$ cat src/rtl/tdm_pkg.sv
// Shared definitions for the time-division mux link (receive demux and
// transmit-side sequencer): FSM state encoding and frame length helper.
package tdm_pkg;

  // IDLE: waiting for slot 0; COLLECT: data slots in flight;
  // PARITY: waiting for the trailing parity slot (parity build only).
  typedef enum logic [1:0] {
    ST_IDLE    = 2'd0,
    ST_COLLECT = 2'd1,
    ST_PARITY  = 2'd2
  } tdm_state_e;

  // Number of data slots in one frame for a select width of sel_w bits.
  function automatic int slots_f(input int sel_w);
    return 1 << sel_w;
  endfunction

endpackage

$ cat src/rtl/tdm_slot_counter.sv
// Slot index counter shared by both ends of the link: clear, load-1 and
// increment, wrapping naturally modulo 2**W. Priority: clr > load1 > inc.
module tdm_slot_counter #(
  parameter int W = 3
) (
  input  logic         clk,
  input  logic         rst_n,
  input  logic         clr,
  input  logic         load1,
  input  logic         inc,
  output logic [W-1:0] cnt
);

  logic [W-1:0] cnt_d;
  logic [W-1:0] cnt_q;

  // Next count: load1 restarts at slot 1 because slot 0 is consumed by the same edge.
  always_comb begin
    cnt_d = cnt_q;
    if (clr) begin
      cnt_d = '0;
    end else if (load1) begin
      cnt_d    = '0;
      cnt_d[0] = 1'b1;
    end else if (inc) begin
      cnt_d = cnt_q + W'(1);
    end
  end

  // Count register.
  always_ff @(posedge clk or negedge rst_n) begin
    if (!rst_n) cnt_q <= '0;
    else        cnt_q <= cnt_d;
  end

  assign cnt = cnt_q;

endmodule

$ cat src/rtl/tdm_demux.sv
// Receive end of the TDM link: steps a slot counter over 2**m serial bits,
// assembles them in a shadow register and publishes the finished word with a
// one-cycle out_valid strobe. Protocol violations give a one-cycle err pulse.
// Build option: define TDM_PARITY_EN to expect one even-parity slot after the
// last data slot; the word is published only when parity matches.
//
// Handshake: a slot is consumed on every rising clk edge where sin_valid=1;
// frame_start is meaningful only together with sin_valid and marks slot 0.
// There is no backpressure; sin_valid=0 simply stalls the frame.
module tdm_demux
  import tdm_pkg::*;
#(
  parameter  int m     = 3,
  localparam int SLOTS = slots_f(m)
) (
  input  logic             clk,
  input  logic             rst_n,
  input  logic             sin,
  input  logic             sin_valid,
  input  logic             frame_start,
  output logic [SLOTS-1:0] out,
  output logic             out_valid,
  output logic [m-1:0]     slot,
  output logic             busy,
  output logic             err,
  output tdm_state_e       dbg_state
);

  localparam logic [m-1:0] LAST_SLOT = m'(SLOTS - 1);

  tdm_state_e       state_d, state_q;
  logic [SLOTS-1:0] shadow_d, shadow_q;
  logic [SLOTS-1:0] out_d, out_q;
  logic             out_valid_d, out_valid_q;
  logic             err_d, err_q;
  logic [SLOTS-1:0] word;
  logic             cnt_clr, cnt_load1, cnt_inc;
  logic [m-1:0]     slot_cnt;

  tdm_slot_counter #(.W(m)) u_slot_counter (
    .clk   (clk),
    .rst_n (rst_n),
    .clr   (cnt_clr),
    .load1 (cnt_load1),
    .inc   (cnt_inc),
    .cnt   (slot_cnt)
  );

  // Next-state, shadow and output computation for one consumed slot.
  always_comb begin
    state_d       = state_q;
    shadow_d      = shadow_q;
    out_d         = out_q;
    out_valid_d   = 1'b0;
    err_d         = 1'b0;
    cnt_clr       = 1'b0;
    cnt_load1     = 1'b0;
    cnt_inc       = 1'b0;
    // Shadow with the current bit merged in at the current slot.
    word          = shadow_q;
    word[slot_cnt] = sin;

    case (state_q)
      ST_IDLE: begin
        if (sin_valid) begin
          if (frame_start) begin
            shadow_d    = '0;
            shadow_d[0] = sin;
            cnt_load1   = 1'b1;
            state_d     = ST_COLLECT;
          end else begin
            // Data with no frame in progress cannot be placed: drop it.
            err_d = 1'b1;
          end
        end
      end

      ST_COLLECT: begin
        if (sin_valid) begin
          if (frame_start) begin
            // Early resync: discard the partial frame, this bit is slot 0.
            err_d       = 1'b1;
            shadow_d    = '0;
            shadow_d[0] = sin;
            cnt_load1   = 1'b1;
          end else begin
            shadow_d = word;
            if (slot_cnt == LAST_SLOT) begin
`ifdef TDM_PARITY_EN
              // Counter wraps to 0 while the parity slot is awaited.
              cnt_inc = 1'b1;
              state_d = ST_PARITY;
`else
              out_d       = word;
              out_valid_d = 1'b1;
              cnt_clr     = 1'b1;
              state_d     = ST_IDLE;
`endif
            end else begin
              cnt_inc = 1'b1;
            end
          end
        end
      end

`ifdef TDM_PARITY_EN
      ST_PARITY: begin
        if (sin_valid) begin
          if (frame_start) begin
            err_d       = 1'b1;
            shadow_d    = '0;
            shadow_d[0] = sin;
            cnt_load1   = 1'b1;
            state_d     = ST_COLLECT;
          end else begin
            // Even parity: parity bit equals XOR of the data bits.
            if (sin == ^shadow_q) begin
              out_d       = shadow_q;
              out_valid_d = 1'b1;
            end else begin
              err_d = 1'b1;
            end
            cnt_clr = 1'b1;
            state_d = ST_IDLE;
          end
        end
      end
`endif

      default: begin
        state_d = ST_IDLE;
        cnt_clr = 1'b1;
      end
    endcase
  end

  // State, shadow and registered outputs.
  always_ff @(posedge clk or negedge rst_n) begin
    if (!rst_n) begin
      state_q     <= ST_IDLE;
      shadow_q    <= '0;
      out_q       <= '0;
      out_valid_q <= 1'b0;
      err_q       <= 1'b0;
    end else begin
      state_q     <= state_d;
      shadow_q    <= shadow_d;
      out_q       <= out_d;
      out_valid_q <= out_valid_d;
      err_q       <= err_d;
    end
  end

  // A frame is partially received whenever we are past IDLE (the parity
  // slot, when present, is still part of the frame).
  assign busy      = (state_q != ST_IDLE);
  assign out       = out_q;
  assign out_valid = out_valid_q;
  assign err       = err_q;
  assign slot      = slot_cnt;
  assign dbg_state = state_q;

endmodule
$ cat config.mk
export PLATFORM = sky130hd
export DESIGN_NAME = tdm_demux
export DESIGN_NICKNAME = d
export VERILOG_FILES = /design/src/rtl/tdm_pkg.sv /design/src/rtl/tdm_slot_counter.sv /design/src/rtl/tdm_demux.sv
export SDC_FILE = /design/constraint.sdc
export NUM_CORES = 1
export LEC_CHECK = 0
export CORE_AREA = 2 2 72 74
export DETAILED_ROUTE_END_ITERATION = 12
export DIE_AREA = 0 0 74 76
export PLACE_DENSITY_LB_ADDON = 0.12
export SLEW_MARGIN = 20
export SYNTH_ARGS = -nofsm -noshare
export SYNTH_HDL_FRONTEND = slang
export SYNTH_SLANG_ARGS = --single-unit
$ cat constraint.sdc
create_clock -name clk -period 3.1 [get_ports clk]
set_input_delay 0.62 -clock clk [delete_from_list [all_inputs] [get_ports clk]]
set_output_delay 0.62 -clock clk [all_outputs]
set_load 0.005 [all_outputs]
Word level (Yosys, flattened, before mapping)
Index checks and enable logic that the tools add are counted.
Operators by class
  order comparisons: 2
  reduce and logical (&&, ||, !) cells: 9
  mux-type cells: 32
  $add $sub $neg: 1
  equal/unequal tests: 7
  bitwise operators: 1
Operator list (number)
  2-to-1 mux 8 bit: 4
  case mux 8 bit (2 select lines): 1
  2-to-1 mux 1 bit: 14
  2-to-1 mux 2 bit: 5
  inequality test 2 bit (second input constant): 5
  2-to-1 mux 3 bit: 3
  bitwise mux 8 bit: 1
  AND reduction 4 bit: 2
  AND reduction 5 bit: 1
  < comparator 3 x 4 -> 1 bit (second input constant): 1
  case mux 1 bit (2 select lines): 2
  case mux 2 bit (2 select lines): 1
  nonzero test 2 bit: 2
  adder 3 x 1 -> 3 bit (second input constant): 1
  demux 1 bit (select 3 bit): 1
  equality test 3 bit (second input constant): 1
  greater-or-equal comparator 3 x 1 -> 1 bit (second input constant): 1
  nonzero test 3 bit: 1
  equality test 2 x 1 -> 1 bit (second input constant): 1
  logical NOT 2 bit: 1
  OR reduction 2 bit: 1
  logical AND 1 bit: 1
  NOT 1 bit: 1
Storage, ports and cells
  bits in registers: 23

Logic depth before layout (Yosys ltp)
Gate-level depths: netlist (run 1).
  word-level depth: 8
  mapped depth: 6

Modules after synthesis
Synthesis (run 1) repeated with hierarchy kept, for this count alone.
Second synthesis, totals
  cell total of the unflattened synthesis: 98
  area total of the unflattened synthesis: 1082.3 um^2
By module, submodules not included
  tdm_demux: cells each 86, sequential area each 450.4 um^2, area an instance 932.1 um^2, times used 1
  tdm_slot_counter: cells each 12, sequential area each 75.1 um^2, area an instance 150.1 um^2, times used 1

Least setup slack after synthesis (run 1)
No wires, ideal clock.
  path kind: reg-to-reg
  from: register u_slot_counter.cnt_q[0], in the netlist u_slot_counter.cnt[0]
  to: register u_slot_counter.cnt_q[1], in the netlist u_slot_counter.cnt[1]
  arrival: 1.413 ns
  clock period less this slack: 1.534 ns
  library setup time: 0.122 ns
  cell stages (with the launch flop): 5
  path slack: 1.566 ns
  path buffers: 0
  cells stage by stage: dfrtp_1 ha_1 ha_1 a211o_1 a32o_1
Between the ends
  longest elaborated chain between the ends: 6
RTL lines
  start, declared: RTL line tdm_slot_counter.sv:15  | logic [W-1:0] cnt_q;
  start signal, assigned: RTL line tdm_slot_counter.sv:33  | else cnt_q <= cnt_d;
  equality test 3 bit: RTL line tdm_demux.sv:88  | if (slot_cnt == LAST_SLOT) begin
  2-to-1 mux 1 bit: RTL line tdm_demux.sv:88
  2-to-1 mux 1 bit: RTL line tdm_demux.sv:80  | if (frame_start) begin
  2-to-1 mux 1 bit: RTL line tdm_demux.sv:79  | if (sin_valid) begin
  case mux 1 bit (2 select lines) / 2-to-1 mux 1 bit (equally long branches): RTL line tdm_demux.sv:63  | case (state_q)
  nonzero test 3 bit (no line) / 2-to-1 mux 3 bit (equally long branches)
Several ways; a longest one is shown, not always the timed one. The select of a mux whose other input is x is not followed.
A chain may end at the register's enable or synchronous reset.

Worst setup path after layout (run 1)
  from: register u_slot_counter.cnt_q[2], in the netlist u_slot_counter.cnt[2]
  to: output port slot[2]
RTL lines
  end, declared: RTL line tdm_demux.sv:23  | output logic [m-1:0] slot,
No word-level cell between the ends.

==> impl_metrics.toml, run 1 <==
[outcome]
outcome = "complete, no violations"

[detailed_routing]
vias_per_cell = 4.33
vias = 866
drc_errors = 0
ant_nets = 0
routed_wl_mm = 2.59
dr.pass1.iters = 4
wire_per_inst_um = 12.9
drtIter0Drc = 33

[pwr]
power_frac_comb = 0.371
p_int_mw = 0.736
powerDensity_nw_per_um2 = 757
p_sw_mw = 0.389
power.share.clock = 0.157
finalPower_mw = 1.12
leakage_nw = 0.632
sequentialPowerShare = 0.472
ir_drop_v = 0.000314
swShare = 0.346

[cts]
clk-insertion-delay-late_ns = 0.26
cts_tree = "yes"
cts_resized = 0
cts_buffers = 3
cts_max_level = 1
clockBufferDepth = 2
postCtsSetupBuffers = 0
clkTransAtPathRegs_ns = 0.07
root_buffer = "clkbuf_8"
clkSinkCount = 22
hold_buffers = 0

[final_layout]
nets = 140
layout_commonest_cell = "dfrtp_1"
area.growth.synth_to_final_pct = 21.1
register_area_um2 = 551
drive_above_1_share = 0.0769
layout_common_cells = "22 x dfrtp_1, 19 x clkdlybuf4s50_1, 15 x mux2i_1"
fillers = 526
multi_input_area_um2 = 567
antenna_cells = 0
post-route-cell-area_um2 = 1490

[timing]
setup_slack_ns = 0.852
finalCriticalPeriod_ns = 2.25
finalSetupViolCount = 0
worst_pin_slew_ns = 0.629
period_share = 0.725
finalSetupTns_ns = 0
worst_hold_slack_ns = 0.479
clock_skew_ns = 0.00408
rsz0062_at_grt = "no"
slew_headroom = 0.581
slew_viol_final = 0
fmax_ghz = 0.445
hold_viol_final = 0

[hold_path]
worstHoldPathCells = 2
hp-start = "out[0]"
hold_end = "out[0]"
min-delay-path-class = "reg -> reg"

[yosys]
ys_ff_latch = 22
synth_cell_types = 27
synth_top_area_share = 0.449
synth_warnings = 0
netlist_area_um2 = 1230
synth_sequential_area_ratio = 0.449
yosys.area.top_type = "dfrtp_1"
netlist_instances = 117
avgSynthCellArea_um2 = 10.5
synth_nets = 125
yosys-top-cells-area = "dfrtp_1 45%, mux2i_1 12%, and4bb_2 4.1%, o21ai_0 3.7%, o22ai_1 3.6%"

[worst_setup_path]
worstPathArrival_ns = 1.63
r2r-end = "u_slot_counter.cnt[1]"
ff2ff_setup_slack_ns = 1.11
worstPathRequired_ns = 2.48
regToRegStartpoint = "u_slot_counter.cnt[1]"
crit_family = "flip-flops"
worst-setup-path-type = "reg -> out"
cpMaxStageDelayCell = "dfrtp_1"
start_kind = "register"
timing.critical_path.buf_inv = 1
cp_max_fo = 20
cp_slowest_stage_delay_ns = 0.75
worstPathCellList = "clkdlybuf4s50_1"
reg2regPathDepth = 5
end_kind = "primary output"

[global_route]
antenna_found_initial = 0
grt_pass1_wl_mm = 4.33
grt_max_degree = 23
first_global_vias = 838
grt_use_total = 0.101
overflow = 0

[placement]
place_congestion = 0.715
io_buffers = 19
dp_hpwl_mm = 1.75
pre_cts_ws_ns = 0.910
postPlaceCellArea_um2 = 1440

[die]
ioPinCount = 21
fp.dieH_um = 76
core_um2 = 4910
rows = 26
dieArea_um2 = 5620
start_util = 0.250
die-width_um = 74

[flow_run]
drv_cap = 0
==> cell type report <==
cell class	count	area share
Tap cell	70	0.0590
Timing Repair Buffer	21	0.138
Sequential cell	22	0.371
Multi-Input combinational cell	75	0.382
Inverter	9	0.0227
Clock buffer	3	0.0278
==> cell usage after synthesis, drive strengths merged <==
library cell	n
a211o	1
a21oi	1
a22o	1
a32o	2
and2	3
and4bb	4
buf	9
clkbuf	2
conb	1
dfrtp	22
ha	3
inv	9
mux2	1
mux2i	15
nand2	11
nand3	1
nand3b	3
nand4	1
nand4b	4
nor3	1
nor3b	3
nor4b	1
o21ai	9
o22ai	7
xnor2	2
==> through the flow <==
stage / util / cells
final: 0.302 / 200
after global routing: 0.302 / 200
after CTS: 0.302 / 200
after detailed placement: 0.294 / 197
after global placement: 0.294 / 197
after floorplan: - / 117
==> sequential cells by signal (all words and copies together), names as in the netlist <==
signal              cells
u_slot_counter.cnt      3
out_valid               1
shadow_q                8
dbg_state               1
err                     1
out                     8
==> worst max path at each step <==
stage	startpoint	endpoint	slack, ns	depth (start not counted)
after floorplan	u_slot_counter.cnt[0]	u_slot_counter.cnt[1]	1.57	4
after global placement	frame_start	u_slot_counter.cnt[1]	0.94	4
after detailed placement	frame_start	u_slot_counter.cnt[1]	0.91	4
after CTS	u_slot_counter.cnt[2]	slot[2]	0.84	1
after global routing	u_slot_counter.cnt[2]	slot[2]	0.78	1
final	u_slot_counter.cnt[2]	slot[2]	0.85	1
==> metal layers <==
layer	wire [um]	vias to the layer above	GRT usage	share of wire
met4	34	0	0.0491	0.013
met5	0	-	0	0
li1	-	438	-	-
met3	70	2	0.0119	0.027
met2	1130	17	0.138	0.44
met1	1350	409	0.154	0.52
==> power groups by stage <==
stage	Clock, mW	Sequential, mW	Combinational, mW
CTS	0.188	0.530	0.424
floorplan	0	0.462	0.325
global placement	0	0.537	0.422
detailed placement	0	0.537	0.423
finish	0.176	0.531	0.418
global route	0.197	0.550	0.472
==> worst register-to-register path, stage by stage (launching register included) <==
cell and delay (ns):
dfrtp_1 0.74, ha_1 0.30, ha_1 0.21, and4bb_2 0.27, and2_1 0.17, a32o_1 0.20
==> cells by family after synthesis <==
kind of cell             after synthesis  synth area share
AND/OR/NAND/NOR                       32             0.176
flip-flops                            22             0.449
AO/OA/AOI/OAI                         21             0.107
buffers and inverters                 20            0.0888
multiplexers                          16             0.132
adder cells (fa/ha/maj)                3            0.0306
XOR/XNOR                               2            0.0143
other                                  1           0.00306
No activity file was read; power rests on OpenSTA's default activity.
==> run 2, diff against run 1 <==
Clock period 3.1 ns to 2.15 ns, I/O delays scaled along.
==> impl_metrics.toml, run 2 (synthesis results as in run 1) <==
[worst_setup_path]
cpMaxStageDelayCell = "dfrtp_1"
worstPathCellList = "clkdlybuf4s50_1"
worstPathRequired_ns = 1.72
crit_family = "flip-flops"
cp_max_fo = 15
start_kind = "register"
worstPathArrival_ns = 1.49
timing.critical_path.buf_inv = 1
path_depth = 1
end_kind = "primary output"
regToRegStartpoint = "u_slot_counter.cnt[1]"
cp-startpoint = "dbg_state[0]"
worst-setup-path-type = "reg -> out"
reg2regPathDepth = 5
cp_slowest_stage_delay_ns = 0.63

[timing]
period_share = 0.892
slew_viol_final = 0
clock_skew_ns = 0.000784
rsz0062_at_grt = "no"
setup_slack_ns = 0.232
finalSetupTns_ns = 0
finalSetupViolCount = 0
finalCriticalPeriod_ns = 1.92
fmax_ghz = 0.521
hold_viol_final = 0
worst_hold_slack_ns = 0.480

[final_layout]
layout_common_cells = "22 x dfrtp_1, 19 x clkdlybuf4s50_1, 15 x mux2i_1"
drive_above_1_share = 0.124
post-route-cell-area_um2 = 1540
utilization = 0.314
nets = 146
fin_cells = 207
antenna_cells = 0
layout_commonest_cell = "dfrtp_1"
fillers = 510
area.growth.synth_to_final_pct = 25.9

[cts]
postCtsSetupBuffers = 0
cts_tree = "yes"
cts_buffers = 3
cts_max_level = 1
clockBufferDepth = 2
clk-insertion-delay-late_ns = 0.26
clkSinkCount = 22
clkTransAtPathRegs_ns = 0.08
root_buffer = "clkbuf_8"
cts_resized = 0
hold_buffers = 0

[hold_path]
worstHoldPathCells = 2
hp-start = "out[2]"
min-delay-path-class = "reg -> reg"

[detailed_routing]
dr.pass1.iters = 4
drtIter0Drc = 49
routed_wl_mm = 2.59
wire_per_inst_um = 12.5
vias = 888
ant_nets = 0
vias_per_cell = 4.29
drc_errors = 0

[placement]
dp_hpwl_mm = 1.82
place_congestion = 0.739
io_buffers = 19
place_inst = 203
pre_cts_ws_ns = 0.314
postPlaceCellArea_um2 = 1490

[global_route]
grt_pass1_wl_mm = 4.27
grt_use_total = 0.0978
first_global_vias = 863
overflow = 0
grt_max_degree = 23
antenna_found_initial = 0

[die]
dieArea_um2 = 5620
die-width_um = 74
start_util = 0.250
ioPinCount = 21
rows = 26
fp.dieH_um = 76
core_um2 = 4910

[flow_run]
drv_cap = 0

[pwr]
powerDensity_nw_per_um2 = 1100
leakage_nw = 0.669
ir_drop_v = 0.000345
finalPower_mw = 1.71

[outcome]
outcome = "complete, no violations"
==> run 2: cell count changes in the layout (fill, tap and decap cells not counted), sizes merged <==
cell and delta:
buf +6, clkbuf +1
==> run 2: path summary, 6_finish.rpt <==
path                                               to  slack (ns)
worst max-delay path                     dbg_state[0]        0.23
worst min-delay path                           out[2]        0.48
worst max register to register  u_slot_counter.cnt[2]        0.61
worst min register to register                 out[2]        0.48
max in group asynchronous                 shadow_q[6]        1.41
min in group asynchronous                      out[0]        0.52
==> run 2: per-layer routing <==
layer,share of wire,track usage,vias up,routed length [um]
met3,0.030,0.0172,2,78
met4,0.013,0.0382,0,34
met2,0.48,0.157,17,1240
met1,0.48,0.129,420,1240
met5,0,0,-,0
li1,-,-,449,-
==> run 2: cell type report <==
cell class,instances,area (um2),area share
tap,70,87.6,0.0567
clock buffer,4,55.1,0.0357
inverter,9,33.8,0.0219
multi-input combinational,75,567,0.367
timing repair buffer,27,250,0.162
sequential,22,551,0.357
==> run 2: where the power goes <==
group | internal, mW | switching [mW] | leakage, nW | total [mW]
combinational | 0.422 | 0.320 | 0.352 | 0.742
sequential | 0.548 | 0.111 | 0.288 | 0.660
clock | 0.163 | 0.141 | 0.0288 | 0.304
==> run 3, diff against run 2 <==
Settings changed: CTS_CLUSTER_SIZE set to 10.
==> results of run 3 <==
Final layout, timing and power as in run 2 (identical DEF).
